`src/rtl/tl_repeater_pkg.sv`:
```
`default_nettype none
// ============================================================================
//  Module      : tl_repeater_pkg
//  Description : Shared types for the TileLink A/D-channel beat repeaters:
//                A-channel opcodes, the fixed-width A header and the
//                repeater state encoding.
//  Revision    : 1.0 - initial release
// ============================================================================
package tl_repeater_pkg;

    // TileLink A-channel opcodes
    localparam logic [2:0] TL_A_PUT_FULL      = 3'd0;
    localparam logic [2:0] TL_A_PUT_PARTIAL   = 3'd1;
    localparam logic [2:0] TL_A_ARITHMETIC    = 3'd2;
    localparam logic [2:0] TL_A_LOGICAL       = 3'd3;
    localparam logic [2:0] TL_A_GET           = 3'd4;
    localparam logic [2:0] TL_A_HINT          = 3'd5;
    localparam logic [2:0] TL_A_ACQUIRE_BLOCK = 3'd6;
    localparam logic [2:0] TL_A_ACQUIRE_PERM  = 3'd7;

    // Width-independent part of an A beat; the parameter-width fields are
    // wrapped around this by the module that knows the widths.
    typedef struct packed {
        logic [2:0] opcode;
        logic [2:0] param;
    } tl_a_hdr_t;

    // Repeater FSM: IDLE passes beat 0 through, REPLAY emits saved beats
    typedef enum logic [0:0] {
        ST_IDLE   = 1'b0,
        ST_REPLAY = 1'b1
    } rep_state_e;

endpackage : tl_repeater_pkg
`default_nettype wire

```
`src/rtl/tl_beat_counter.sv`:
```
`default_nettype none
// ============================================================================
//  Module      : tl_beat_counter
//  Description : Burst beat tracker. Load sets rem=count and beat=1 (beat 0
//                already left combinationally); each step decrements rem and
//                increments beat; last flags rem==1. Clear returns to zero.
//  Revision    : 1.0 - initial release
// ============================================================================
module tl_beat_counter #(
    parameter int COUNT_W = 4
) (
    input  logic               clk,
    input  logic               rst,
    input  logic               load_i,
    input  logic               step_i,
    input  logic               clear_i,
    input  logic [COUNT_W-1:0] count_i,
    output logic [COUNT_W-1:0] beat_o,
    output logic               last_o
);

    logic [COUNT_W-1:0] rem_q, rem_d;
    logic [COUNT_W-1:0] beat_q, beat_d;

    // Next-state: clear wins, then load, then step; otherwise hold
    always_comb begin
        rem_d  = rem_q;
        beat_d = beat_q;
        if (clear_i) begin
            rem_d  = '0;
            beat_d = '0;
        end else if (load_i) begin
            rem_d  = count_i;
            beat_d = COUNT_W'(1);
        end else if (step_i) begin
            rem_d  = rem_q - COUNT_W'(1);
            beat_d = beat_q + COUNT_W'(1);
        end
    end

    // Counter registers, cleared asynchronously
    always_ff @(posedge clk or posedge rst) begin
        if (rst) begin
            rem_q  <= '0;
            beat_q <= '0;
        end else begin
            rem_q  <= rem_d;
            beat_q <= beat_d;
        end
    end

    assign beat_o = beat_q;
    assign last_o = (rem_q == COUNT_W'(1));

endmodule : tl_beat_counter
`default_nettype wire

```
`src/rtl/tl_a_burst_repeater.sv`:
```
`default_nettype none
// ============================================================================
//  Module      : tl_a_burst_repeater
//  Description : Accepts one TileLink A request and emits it count+1 times.
//                Beat 0 is a zero-latency pass-through; the remaining beats
//                replay saved payload with the address stepped by BEAT_BYTES
//                (modulo 2^ADDR_W). Mask and other fields are not modified.
//  Options     : TL_A_BURST_REPEATER_ABORT_EN adds io_abort, which drops the
//                remaining replay beats.
//  Revision    : 1.0 - initial release
// ============================================================================
module tl_a_burst_repeater
    import tl_repeater_pkg::*;
#(
    parameter int SOURCE_W   = 6,
    parameter int ADDR_W     = 33,
    parameter int BEAT_BYTES = 8,
    parameter int SIZE_W     = 3,
    parameter int COUNT_W    = 4
) (
    input  logic                  clock,
    input  logic                  reset,
    output logic                  io_full,
    output logic                  io_enq_ready,
    input  logic                  io_enq_valid,
    input  logic [2:0]            io_enq_bits_opcode,
    input  logic [2:0]            io_enq_bits_param,
    input  logic [SIZE_W-1:0]     io_enq_bits_size,
    input  logic [SOURCE_W-1:0]   io_enq_bits_source,
    input  logic [ADDR_W-1:0]     io_enq_bits_address,
    input  logic [BEAT_BYTES-1:0] io_enq_bits_mask,
    input  logic [COUNT_W-1:0]    io_enq_count,
`ifdef TL_A_BURST_REPEATER_ABORT_EN
    input  logic                  io_abort,
`endif
    input  logic                  io_deq_ready,
    output logic                  io_deq_valid,
    output logic [2:0]            io_deq_bits_opcode,
    output logic [2:0]            io_deq_bits_param,
    output logic [SIZE_W-1:0]     io_deq_bits_size,
    output logic [SOURCE_W-1:0]   io_deq_bits_source,
    output logic [ADDR_W-1:0]     io_deq_bits_address,
    output logic [BEAT_BYTES-1:0] io_deq_bits_mask,
    output logic [COUNT_W-1:0]    io_deq_beat,
    output logic                  io_deq_last
);

    localparam logic [ADDR_W-1:0] ADDR_STEP = ADDR_W'(BEAT_BYTES);

    // Fields that are carried unchanged across every beat of a burst
    typedef struct packed {
        tl_a_hdr_t             hdr;
        logic [SIZE_W-1:0]     size;
        logic [SOURCE_W-1:0]   source;
        logic [BEAT_BYTES-1:0] mask;
    } tl_a_bits_t;

    rep_state_e         state_q, state_d;
    tl_a_bits_t         saved_q;
    logic [ADDR_W-1:0]  addr_q, addr_d;

    tl_a_bits_t         w_enq_bits;
    tl_a_bits_t         w_out_bits;
    logic               w_full;
    logic               w_enq_fire;
    logic               w_deq_fire;
    logic               w_abort;
    logic               w_load;
    logic               w_step;
    logic               w_clear;
    logic [COUNT_W-1:0] w_cnt_beat;
    logic               w_cnt_last;

`ifdef TL_A_BURST_REPEATER_ABORT_EN
    assign w_abort = io_abort;
`else
    assign w_abort = 1'b0;
`endif

    assign w_enq_bits.hdr.opcode = io_enq_bits_opcode;
    assign w_enq_bits.hdr.param  = io_enq_bits_param;
    assign w_enq_bits.size       = io_enq_bits_size;
    assign w_enq_bits.source     = io_enq_bits_source;
    assign w_enq_bits.mask       = io_enq_bits_mask;

    assign w_full       = (state_q == ST_REPLAY);
    assign io_full      = w_full;
    assign io_enq_ready = io_deq_ready & ~w_full;
    assign io_deq_valid = io_enq_valid | w_full;
    assign w_enq_fire   = io_enq_valid & io_enq_ready;
    assign w_deq_fire   = io_deq_valid & io_deq_ready;

    // Next-state and counter control; abort only matters while replaying
    always_comb begin
        state_d = state_q;
        w_load  = 1'b0;
        w_step  = 1'b0;
        w_clear = 1'b0;
        case (state_q)
            ST_IDLE: begin
                if (w_enq_fire && (io_enq_count != '0)) begin
                    state_d = ST_REPLAY;
                    w_load  = 1'b1;
                end
            end
            ST_REPLAY: begin
                if (w_deq_fire) begin
                    if (w_cnt_last || w_abort) begin
                        state_d = ST_IDLE;
                        w_clear = 1'b1;
                    end else begin
                        w_step = 1'b1;
                    end
                end else if (w_abort) begin
                    state_d = ST_IDLE;
                    w_clear = 1'b1;
                end
            end
            default: begin
                state_d = ST_IDLE;
                w_clear = 1'b1;
            end
        endcase
    end

    // Replay address: beat-0 address plus one step on load, one step per beat
    always_comb begin
        addr_d = addr_q;
        if (w_load) begin
            addr_d = io_enq_bits_address + ADDR_STEP;
        end else if (w_step) begin
            addr_d = addr_q + ADDR_STEP;
        end
    end

    // State register, asynchronously forced to IDLE
    always_ff @(posedge clock or posedge reset) begin
        if (reset) begin
            state_q <= ST_IDLE;
        end else begin
            state_q <= state_d;
        end
    end

    // Saved payload: no reset, only sampled on an accepted multi-beat request
    always_ff @(posedge clock) begin
        if (w_load) begin
            saved_q <= w_enq_bits;
        end
        if (w_load || w_step) begin
            addr_q <= addr_d;
        end
    end

    tl_beat_counter #(
        .COUNT_W (COUNT_W)
    ) u_beat_counter (
        .clk     (clock),
        .rst     (reset),
        .load_i  (w_load),
        .step_i  (w_step),
        .clear_i (w_clear),
        .count_i (io_enq_count),
        .beat_o  (w_cnt_beat),
        .last_o  (w_cnt_last)
    );

    assign w_out_bits          = w_full ? saved_q : w_enq_bits;
    assign io_deq_bits_opcode  = w_out_bits.hdr.opcode;
    assign io_deq_bits_param   = w_out_bits.hdr.param;
    assign io_deq_bits_size    = w_out_bits.size;
    assign io_deq_bits_source  = w_out_bits.source;
    assign io_deq_bits_mask    = w_out_bits.mask;
    assign io_deq_bits_address = w_full ? addr_q : io_enq_bits_address;
    assign io_deq_beat         = w_full ? w_cnt_beat : '0;
    assign io_deq_last         = w_full ? w_cnt_last : (io_enq_count == '0);

endmodule : tl_a_burst_repeater
`default_nettype wire
```
`config.mk`:
```
export PLATFORM = sky130hd
export DESIGN_NAME = tl_a_burst_repeater
export DESIGN_NICKNAME = d
export VERILOG_FILES = /design/src/rtl/tl_repeater_pkg.sv /design/src/rtl/tl_beat_counter.sv /design/src/rtl/tl_a_burst_repeater.sv
export SDC_FILE = /design/constraint.sdc
export NUM_CORES = 1
export LEC_CHECK = 0
export ABC_AREA = 0
export BUFFER_PORTS_ARGS = -buffer_cell sky130_fd_sc_hd__buf_2
export CAP_MARGIN = 20
export CORE_UTILIZATION = 40
export DETAILED_ROUTE_END_ITERATION = 8
export PLACE_DENSITY = 0.65
export SETUP_SLACK_MARGIN = 0.15
export SYNTH_ARGS = -nofsm -noshare
export SYNTH_HDL_FRONTEND = slang
export SYNTH_HIERARCHICAL = 1
export SYNTH_SLANG_ARGS = --single-unit
```
`constraint.sdc`:
```
create_clock -name clock -period 5.2 [get_ports clock]
set_input_delay 0.26 -clock clock [delete_from_list [all_inputs] [get_ports clock]]
set_output_delay 0.26 -clock clock [all_outputs]
set_load 0.01 [all_outputs]
```
==> flow_summary.yaml, run 1 <==
outcome:
  status: "completed"
synthesis:
  ys_warn_count: 6
  yosysTopAreaCell: "edfxtp_1"
  synth_cell_types: 44
  synth_nets: 470
  ys_seq_elements: 65
  synth_area_mm2: 0.00438
  synth_flop_cell: "edfxtp_1"
  synth_top_area_share_pct: 38.4
  synth_edf_count: 56
  syn_inst: 402
  synth.most_common_cell: "edfxtp_1"
  synth_common_cells: "edfxtp_1 (56), mux2_2 (54), nand2_1 (32), xnor2_1 (30), mux2i_1 (21)"
  synth_fa_ha_area_share_pct: 1.14
  seq_area_frac_synth_pct: 43.6
  synth.avg_cell_area_um2: 10.9
  ys_async_sr_fraction_pct: 13.8
  ys_top_cells_by_area: "edfxtp_1 (38%), mux2_2 (14%), xnor2_1 (6.0%), dfrtp_1 (5.1%), mux2i_1 (4.8%)"
  synthSimpleGateAreaFrac_pct: 17.4
  synth_mux_area_share_pct: 18.7
  synthXorXnorAreaFrac_pct: 9.41
  synth_top_family_by_area: "multiplexers"
  synth-compound-area-share_pct: 6.40
clock_tree:
  clk-insertion-delay-late_ns: 0.35
  cts_tree: "yes"
  cts.sinks: 65
  cts_setup_buffers: 0
  numCtsBuffers: 9
  clk_pin_slew_ns: 0.08
  cts_buffer_depth: 2
  root_buffer: "clkbuf_8"
  htree_levels: 3
finish:
  area_delta_synth_final_pct: 22.0
  layout.nets: 594
  drive_above_1_share_pct: 40.1
  diodes: 0
  fin_cells: 667
setup_path:
  critPathMaxStageDelay_ns: 0.43
  crit_fanout: 21
  path_common_cell: "nand2_1"
  critPathArrivalTime_ns: 3.76
  end_kind: "flop"
  path_cells: "and3b_1, nand2_1, inv_2, nand2_1, nand2_1, ha_1, nand3_1, a2111oi_4, a2bb2oi_2, and2_1, o21ai_0, xor2_1"
  crit_path_top_delay_cell: "a2bb2oi_2"
  critPathKind: "flop to flop"
  critPathLaunchType: "flop"
  cp.required_ns: 5.30
floorplan:
  die_w_um: 107
  core_region_area_mm2: 0.0105
  die_h_um: 107
  rows: 37
  io_pins: 128
  die_area_mm2: 0.0114
  initial_utilization_pct: 41.8
run:
  drv_cap: 0
timing:
  fin_skew_ns: 0.00620
  timing.fmax_ghz: 0.273
  finalMaxSlewViolations: 0
  min_period_over_period_pct: 70.5
  worst_pin_slew_ns: 0.990
  final-hold-violation-count: 0
  finalSetupViolCount: 0
  finalSetupTns_ns: 0
  rsz0062_at_grt: "no"
  max-slew-margin-rel_pct: 33.4
  worst_slack_ns: 1.54
  layout_min_cycle_time_ns: 3.66
hold_path:
  min_path_type: "input port to flop"
pwr:
  power_frac_seq_pct: 38.1
  powerDensity_mw_per_mm2: 459
  internal-power_mw: 1.55
  switchingPower_uw: 902
  peakVddDrop_mv: 0.216
  power_frac_clock_pct: 18.6
  switching_share_pct: 36.8
  comb_power_share_pct: 43.2
  power.leakage_nw: 2.20
  p_total_mw: 2.45
detailed_routing:
  vias: 3569
  drc: 0
  vias_per_cell: 5.35
  wirelength_mm: 10.2
  antenna_left: 0
  first_iter_violations: 128
  wl_per_cell_um: 15.4
  first_pass_iters: 4
grt:
  grt_max_degree: 72
  grt-ovfl-total: 0
  use_met1_pct: 23.4
  antenna_found_initial: 1
  grt_util_met3_pct: 4.13
  grt_pass1_wl_mm: 15.9
  groute.usage.overall_pct: 17.9
  use_met2_pct: 29.2
  grt_pass1_vias: 3266
  grt.busiest_layer: "met2"
place:
  io_buffer_count: 127
  hpwlAfterDp_mm: 7.51
  placed_cells: 650
  preCtsSetupSlack_ns: 1.57
  routabilityCongestion: 0.820
## critical path, delay by kind of cell (launching register included)
family	cells	cell delay (ns)
buffers and inverters	1	0.41
adder cells (fa/ha/maj)	1	0.29
flip-flops	1	0.40
AO/OA/AOI/OAI	3	0.88
AND/OR/NAND/NOR	6	1.25
XOR/XNOR	1	0.17
## layer usage
| layer | vias up | part of all wire (%) | routed length (um) |
|---|---|---|---|
| met2 | 134 | 47 | 4840 |
| met1 | 1682 | 45 | 4640 |
| met4 | 2 | 1.0 | 106 |
| met3 | 16 | 6.3 | 648 |
| li1 | 1735 | - | - |
| met5 | - | 0.16 | 16 |
## final timing paths
path                                           from                        to  slack (ns)  cells after the start
min                             io_enq_bits_mask[0]                saved_q[0]        0.10                      1
max                                         io_full                addr_q[27]        1.54                     12
min in group asynchronous                     reset                   io_full        0.35                      3
min reg2reg                u_beat_counter/beat_o[3]  u_beat_counter/beat_o[3]        0.60                      2
max reg2reg                                 io_full                addr_q[27]        1.54                     12
max in group asynchronous                     reset   u_beat_counter/rem_q[2]        4.50                      3
## layout make-up
| class | count | area, um2 |
|---|---|---|
| tap | 136 | 170 |
| clock inverter | 5 | 62.6 |
| inverter | 13 | 48.8 |
| fill | 951 | 5120 |
| timing repair buffer | 132 | 676 |
| sequential | 65 | 1910 |
| clock buffer | 11 | 153 |
| multi-input combinational | 305 | 2320 |
## cells in the final DEF (no fill, tap or decap), types with 4 or more instances in the layout
| cell type | count |
|---|---|
| xnor2_1 | 30 |
| nand2_1 | 32 |
| dfrtp_1 | 8 |
| mux2_2 | 54 |
| buf_2 | 127 |
| inv_1 | 12 |
| nand3_1 | 17 |
| or2_2 | 5 |
| and2_1 | 8 |
| and4_1 | 5 |
| and3_1 | 15 |
| mux2i_1 | 21 |
| nor3_1 | 16 |
| xor2_1 | 17 |
| edfxtp_1 | 56 |
| o21a_1 | 4 |
| nand4_1 | 10 |
| o21ai_0 | 10 |
| nor4_1 | 9 |
| nor2_1 | 16 |
| buf_4 | 4 |
| ha_1 | 4 |
| clkbuf_8 | 9 |
| a21oi_1 | 9 |
## flip-flops by register name (all words and copies together) (netlist names)
signal,cells
addr_q,33
io_full,1
saved_q,23
u_beat_counter/beat_o,4
u_beat_counter/rem_q,4
## power by group through the flow
| stage | registers [mW] | clock network, mW | logic (mW) |
|---|---|---|---|
| finish | 0.936 | 0.457 | 1.06 |
| CTS | 0.933 | 0.467 | 1.08 |
| floorplan | 0.891 | 0 | 0.764 |
| global route | 0.959 | 0.492 | 1.16 |
| detailed placement | 0.943 | 0 | 1.06 |
| global placement | 0.939 | 0 | 1.04 |
## through the flow
step | cell area (um2) | util [%] | hold slack, ns
final | 5340 | 51.1 | 0.100
after global routing | 5340 | 51.1 | 0.0751
after CTS | 5340 | 51.1 | 0.0848
after detailed placement | 5120 | 48.9 | 0.110
after global placement | 5120 | 48.9 | 0.111
after floorplan | 4380 | - | -0.0113
## cell families (layout without fill, tap and decap cells)
group                    count (synthesis)  count (layout)
buffers and inverters                   32             161
AO/OA/AOI/OAI                           38              38
adder cells (fa/ha/maj)                  4               4
AND/OR/NAND/NOR                        141             141
multiplexers                            75              75
flip-flops                              65              65
XOR/XNOR                                47              47
## timing repair
action                    in CTS  in global routing
hold buffers                   1                  0
resized for setup              0                  0
hold endpoints to repair       9                  0
No activity file was read; power rests on OpenSTA's default activity.
==> run 2: changes to the inputs <==
- PLACE_DENSITY: 0.65 -> 0.68
- clock period: 5.2 -> 3 ns (I/O delays scaled with it)
==> flow_summary.yaml, run 2 (synthesis results as in run 1) <==
detailed_routing:
  wirelength_mm: 10.7
  first_pass_iters: 4
  drc: 0
  vias_per_cell: 5.31
  wl_per_cell_um: 15.3
  first_iter_violations: 143
  antenna_left: 0
  vias: 3714
clock_tree:
  cts_buffer_depth: 2
  numCtsBuffers: 9
  cts_tree: "yes"
  clk_pin_slew_ns: 0.07
  root_buffer: "clkbuf_8"
  htree_levels: 3
  clk-insertion-delay-late_ns: 0.34
  cts.sinks: 65
floorplan:
  rows: 37
  die_h_um: 107
  die_area_mm2: 0.0114
  io_pins: 128
  die_w_um: 107
  core_region_area_mm2: 0.0105
  initial_utilization_pct: 41.8
outcome:
  status: "completed"
place:
  io_buffer_count: 127
  dpl_cell_area_mm2: 0.00524
  hpwlAfterDp_mm: 7.61
  routabilityCongestion: 0.826
finish:
  multi_input_area_mm2: 0.00240
  reg_top3: "addr_q (33), saved_q (23)"
  final-seq-area_mm2: 0.00191
  drive_above_1_share_pct: 42.0
  largest-register: "addr_q"
  largest_reg_flops: 33
  fin_util_pct: 55.1
  fillers: 915
  layout.nets: 627
  most-common-layout-cells: "buf_2 (127), edfxtp_1 (56), mux2_2 (54), xnor2_1 (30), nand2_1 (28)"
  diodes: 0
  final_cell_area_mm2: 0.00577
  mostFrequentLayoutCell: "buf_2"
  area_delta_synth_final_pct: 31.7
timing:
  worst_pin_slew_ns: 0.796
  timing.fmax_ghz: 0.375
  fin_skew_ns: 0.00951
  layout_min_cycle_time_ns: 2.67
  rsz0062_at_grt: "no"
  max-slew-margin-rel_pct: 47.0
  min_period_over_period_pct: 88.9
  finalSetupTns_ns: 0
  finalSetupViolCount: 0
  final-hold-violation-count: 0
  finalMaxSlewViolations: 0
setup_path:
  path_cells: "and3b_2, nand2_8, inv_8, nand2_1, nand2_2, ha_4, nand3_2, a2111oi_4, a2bb2oi_4, buf_4, o31ai_1, nor4_1"
  end_kind: "flop"
  crit_path_top_delay_cell: "dfrtp_2"
  critPathKind: "flop to flop"
  cp.required_ns: 3.15
  crit_fanout: 9
  critPathArrivalTime_ns: 2.82
  critPathMaxStageDelay_ns: 0.41
  cp_top_family: "simple AND/OR/NAND/NOR gates"
  crit_buf_inv: 2
  critPathLaunchType: "flop"
grt:
  grt_pass1_vias: 3312
  grt-ovfl-total: 0
  groute.usage.overall_pct: 18.4
  antenna_found_initial: 1
  grt_max_degree: 71
  grt_pass1_wl_mm: 16.4
pwr:
  power.leakage_nw: 2.39
  powerDensity_mw_per_mm2: 777
  peakVddDrop_mv: 0.306
hold_path:
  min_path_type: "input port to flop"
run:
  drv_cap: 0
run 2: final cells by class:
type                            instances  share of cell area, %
Multi-Input combinational cell        305                   41.7
Sequential cell                        65                   33.1
Timing Repair Buffer                  165                   17.1
Tap cell                              136                   2.95
Clock buffer                           10                   2.21
Clock inverter                          6                   2.02
Inverter                               13                  0.977
run 2: metrics by stage:
step	power, mW	setup WS [ns]	hold WS [ns]	std cells
floorplan	2.91	0.0754	-0.121	402
global placement	3.50	0.217	0.00287	656
detailed placement	3.54	0.111	0.00184	656
CTS	4.48	0.203	0.000589	691
global route	4.76	0.150	0.00125	700
finish	4.48	0.333	0.00970	700
run 2: where the power goes:
part	switching, mW	total, mW	internal, mW
clock	0.352	0.909	0.557
combinational	0.960	1.94	0.981
sequential	0.287	1.63	1.34
total	1.60	4.48	2.88
run 2: worst paths after layout:
check	from	endpoint	slack, ns	cells after the start
max	io_full	addr_q[31]	0.33	12
max in group asynchronous	reset	u_beat_counter/rem_q[2]	2.41	3
min	io_enq_bits_source[1]	saved_q[9]	0.01	1
max reg2reg	io_full	addr_q[31]	0.33	12
min in group asynchronous	reset	io_full	0.23	3
min reg2reg	u_beat_counter/beat_o[3]	u_beat_counter/beat_o[3]	0.60	2
run 2: layer usage:
layer / vias up / routed length [um] / share of wire (%) / global-route usage (%)
met1: 1744 / 4890 / 46 / 24.8
met3: 19 / 615 / 5.8 / 3.10
met5: - / 10 / 0.094 / 0
met4: 2 / 154 / 1.4 / 6.75
met2: 142 / 5020 / 47 / 29.7
li1: 1807 / - / - / -
run 2: repair_timing:
action | in CTS | in global routing
endpoints found under the hold margin | 27 | 1
resized for setup | 0 | 6
setup buffers | 0 | 8
hold buffers | 19 | 1
setup endpoints to repair | 0 | 7
==> run 3: changes to the inputs <==
- SYNTH_HIERARCHICAL: 1 -> unset
==> flow_summary.yaml, run 3 <==
synthesis:
  synth.most_common_cell: "edfxtp_1"
  synth_cell_types: 51
  synth_common_cells: "edfxtp_1 (56), mux2_2 (54), nand2_1 (33), xnor2_1 (26)"
  ys_seq_elements: 65
  synth_top_area_share_pct: 38.6
  ys_warn_count: 0
  synth_flop_cell: "edfxtp_1"
  synth_area_mm2: 0.00436
  ys_async_sr_fraction_pct: 13.8
  synth.avg_cell_area_um2: 10.6
  synth_edf_count: 56
  synth_nets: 480
  yosysTopAreaCell: "edfxtp_1"
  ys_top_cells_by_area: "edfxtp_1 (39%), mux2_2 (14%), xnor2_1 (5.2%), dfrtp_1 (5.2%), mux2i_1 (4.1%)"
  seq_area_frac_synth_pct: 43.7
  syn_inst: 412
timing:
  max-slew-margin-rel_pct: 44.2
  fin_skew_ns: 0.0107
  whs_ns: 0.120
  timing.fmax_ghz: 0.377
  layout_min_cycle_time_ns: 2.65
  finalSetupTns_ns: 0
  rsz0062_at_grt: "no"
  final-hold-violation-count: 0
  worst_slack_ns: 0.347
  finalSetupViolCount: 0
  worst_pin_slew_ns: 0.837
  min_period_over_period_pct: 88.4
  finalMaxSlewViolations: 0
grt:
  grt-ovfl-total: 0
  grt_max_degree: 76
  grt_pass1_wl_mm: 18.1
  use_met1_pct: 27.0
  grt_util_met3_pct: 3.99
  groute.usage.overall_pct: 20.2
  use_met2_pct: 33.4
  grt.busiest_layer: "met2"
  antenna_found_initial: 0
  grt_pass1_vias: 3637
detailed_routing:
  drc: 0
  first_iter_violations: 168
  vias: 3866
  first_pass_iters: 4
  vias_per_cell: 5.40
  wl_per_cell_um: 16.2
  wirelength_mm: 11.6
  antenna_left: 0
place:
  io_buffer_count: 127
  routabilityCongestion: 0.862
  hpwlAfterDp_mm: 8.07
  preCtsSetupSlack_ns: 0.153
finish:
  area_delta_synth_final_pct: 32.0
  most-common-layout-cells: "buf_2 (127), edfxtp_1 (56), mux2_2 (54), nand2_1 (30), dlygate4sd3_1 (27)"
  largest_reg_flops: 33
  layout.nets: 643
  reg_top3: "addr_q (33), saved_q (23)"
  fillers: 929
  drive_above_1_share_pct: 40.5
  largest-register: "addr_q"
  final-seq-area_mm2: 0.00191
  diodes: 0
  mostFrequentLayoutCell: "buf_2"
  multi_input_area_mm2: 0.00239
setup_path:
  cp_top_family: "simple AND/OR/NAND/NOR gates"
  critPathMaxStageDelay_ns: 0.41
  cp.required_ns: 3.11
  path_depth: 12
  crit-reg2reg-launch: "io_full"
  crit_buf_inv: 1
  crit_fanout: 12
  crit_path_top_delay_cell: "dfrtp_2"
  critPathArrivalTime_ns: 2.76
  ff2ff_setup_slack_ns: 0.35
  critPathLaunchType: "flop"
  path_cells: "and3b_2, nand2_8, clkinv_8, nand2_1, nand2_2, ha_4, nand4_1, a211oi_2, o22ai_4, nor4b_2, nand3b_1, nand3_1"
  end_kind: "flop"
  critPathKind: "flop to flop"
  reg2regPathDepth: 12
  rr_endpoint: "addr_q[27]"
floorplan:
  initial_utilization_pct: 41.7
  die_w_um: 106
  core_region_area_mm2: 0.0105
  io_pins: 128
  die_area_mm2: 0.0113
  die_h_um: 106
  rows: 37
hold_path:
  worstHoldStart: "io_enq_count[0]"
  worstHoldEndpoint: "u_beat_counter.rem_q[0]"
  min_path_type: "input port to flop"
  min_path_cells: 3
clock_tree:
  cts_tree: "yes"
  clk-insertion-delay-late_ns: 0.35
  htree_levels: 3
  root_buffer: "clkbuf_8"
  cts.sinks: 65
  cts_buffer_depth: 2
  clk_pin_slew_ns: 0.08
  numCtsBuffers: 9
pwr:
  power.leakage_nw: 2.32
  peakVddDrop_mv: 0.346
  p_total_mw: 4.48
  powerDensity_mw_per_mm2: 779
run:
  drv_cap: 0
outcome:
  status: "completed"
[run 3: changes by cell type after synthesis, sizes merged, moves of 7 or more]
cell / previous run / this run
nor3: 16 / 9
nand4: 10 / 17
nor2: 16 / 25
a21oi: 9 / 16
o21ai: 10 / 19
nand3: 17 / 25
[run 3: metrics by stage]
step                      cells  util, %  instance area (um2)
after floorplan             412        -                 4460
after global placement      668     49.8                 5210
after detailed placement    668     49.8                 5210
after CTS                   711     54.3                 5690
after global routing        716     55.0                 5760
final                       716     55.0                 5760
[run 3: what timing repair did]
item / 4_1_cts / 5_1_grt
endpoints found under the hold margin: 35 / 0
buffers inserted: 0 / 5
hold buffers: 27 / 0
endpoints found under the setup margin: 0 / 8
resized for setup: 0 / 7
[run 3: worst max-delay path by stage]
| stage | startpoint | endpoint |
|---|---|---|
| 3_5_place_dp | io_enq_count[0] | addr_q[31] |
| 6_report | io_full | addr_q[27] |
| 5_1_grt | io_full | addr_q[27] |
| 4_1_cts | io_full | addr_q[31] |
| 2_1_floorplan | io_full | addr_q[31] |
| 3_3_place_gp | io_enq_count[0] | addr_q[31] |
[run 3: worst reg2reg max path: cells and delay by family (launching register included)]
kind / cells / cell delay [ns]
adder cells (fa/ha/maj): 1 / 0.16
AND/OR/NAND/NOR: 8 / 1.24
AO/OA/AOI/OAI: 2 / 0.51
flip-flops: 1 / 0.41
buffers and inverters: 1 / 0.09
[run 3: layout make-up]
type / count / share of cell area (%)
clock inverter: 7 / 1.35
inverter: 12 / 1.00
timing repair buffer: 170 / 17.8
multi-input combinational: 317 / 41.6
sequential: 65 / 33.1
tap: 136 / 2.96
clock buffer: 9 / 2.15
[run 3: kinds of logic after synthesis]
group / after synthesis / synth area share [%]
compound gates: 49 / 6.94
xor+xnor: 40 / 8.03
fa+ha+maj: 4 / 1.15
buf+inv: 30 / 2.81
flops: 65 / 43.7
mux: 72 / 18.1
simple gates: 152 / 19.3
[run 3: per-layer routing]
metal	part of all wire (%)	up-vias
met5	0	-
met4	1.5	0
met3	5.7	17
met2	46	142
met1	46	1839
li1	-	1868
[run 3: where the power goes]
| part | switching [mW] | total (mW) | leakage (nW) | internal [mW] |
|---|---|---|---|---|
| sequential | 0.269 | 1.60 | 0.629 | 1.33 |
| combinational | 1.10 | 2.10 | 1.59 | 1.00 |
| clock | 0.389 | 0.779 | 0.100 | 0.391 |
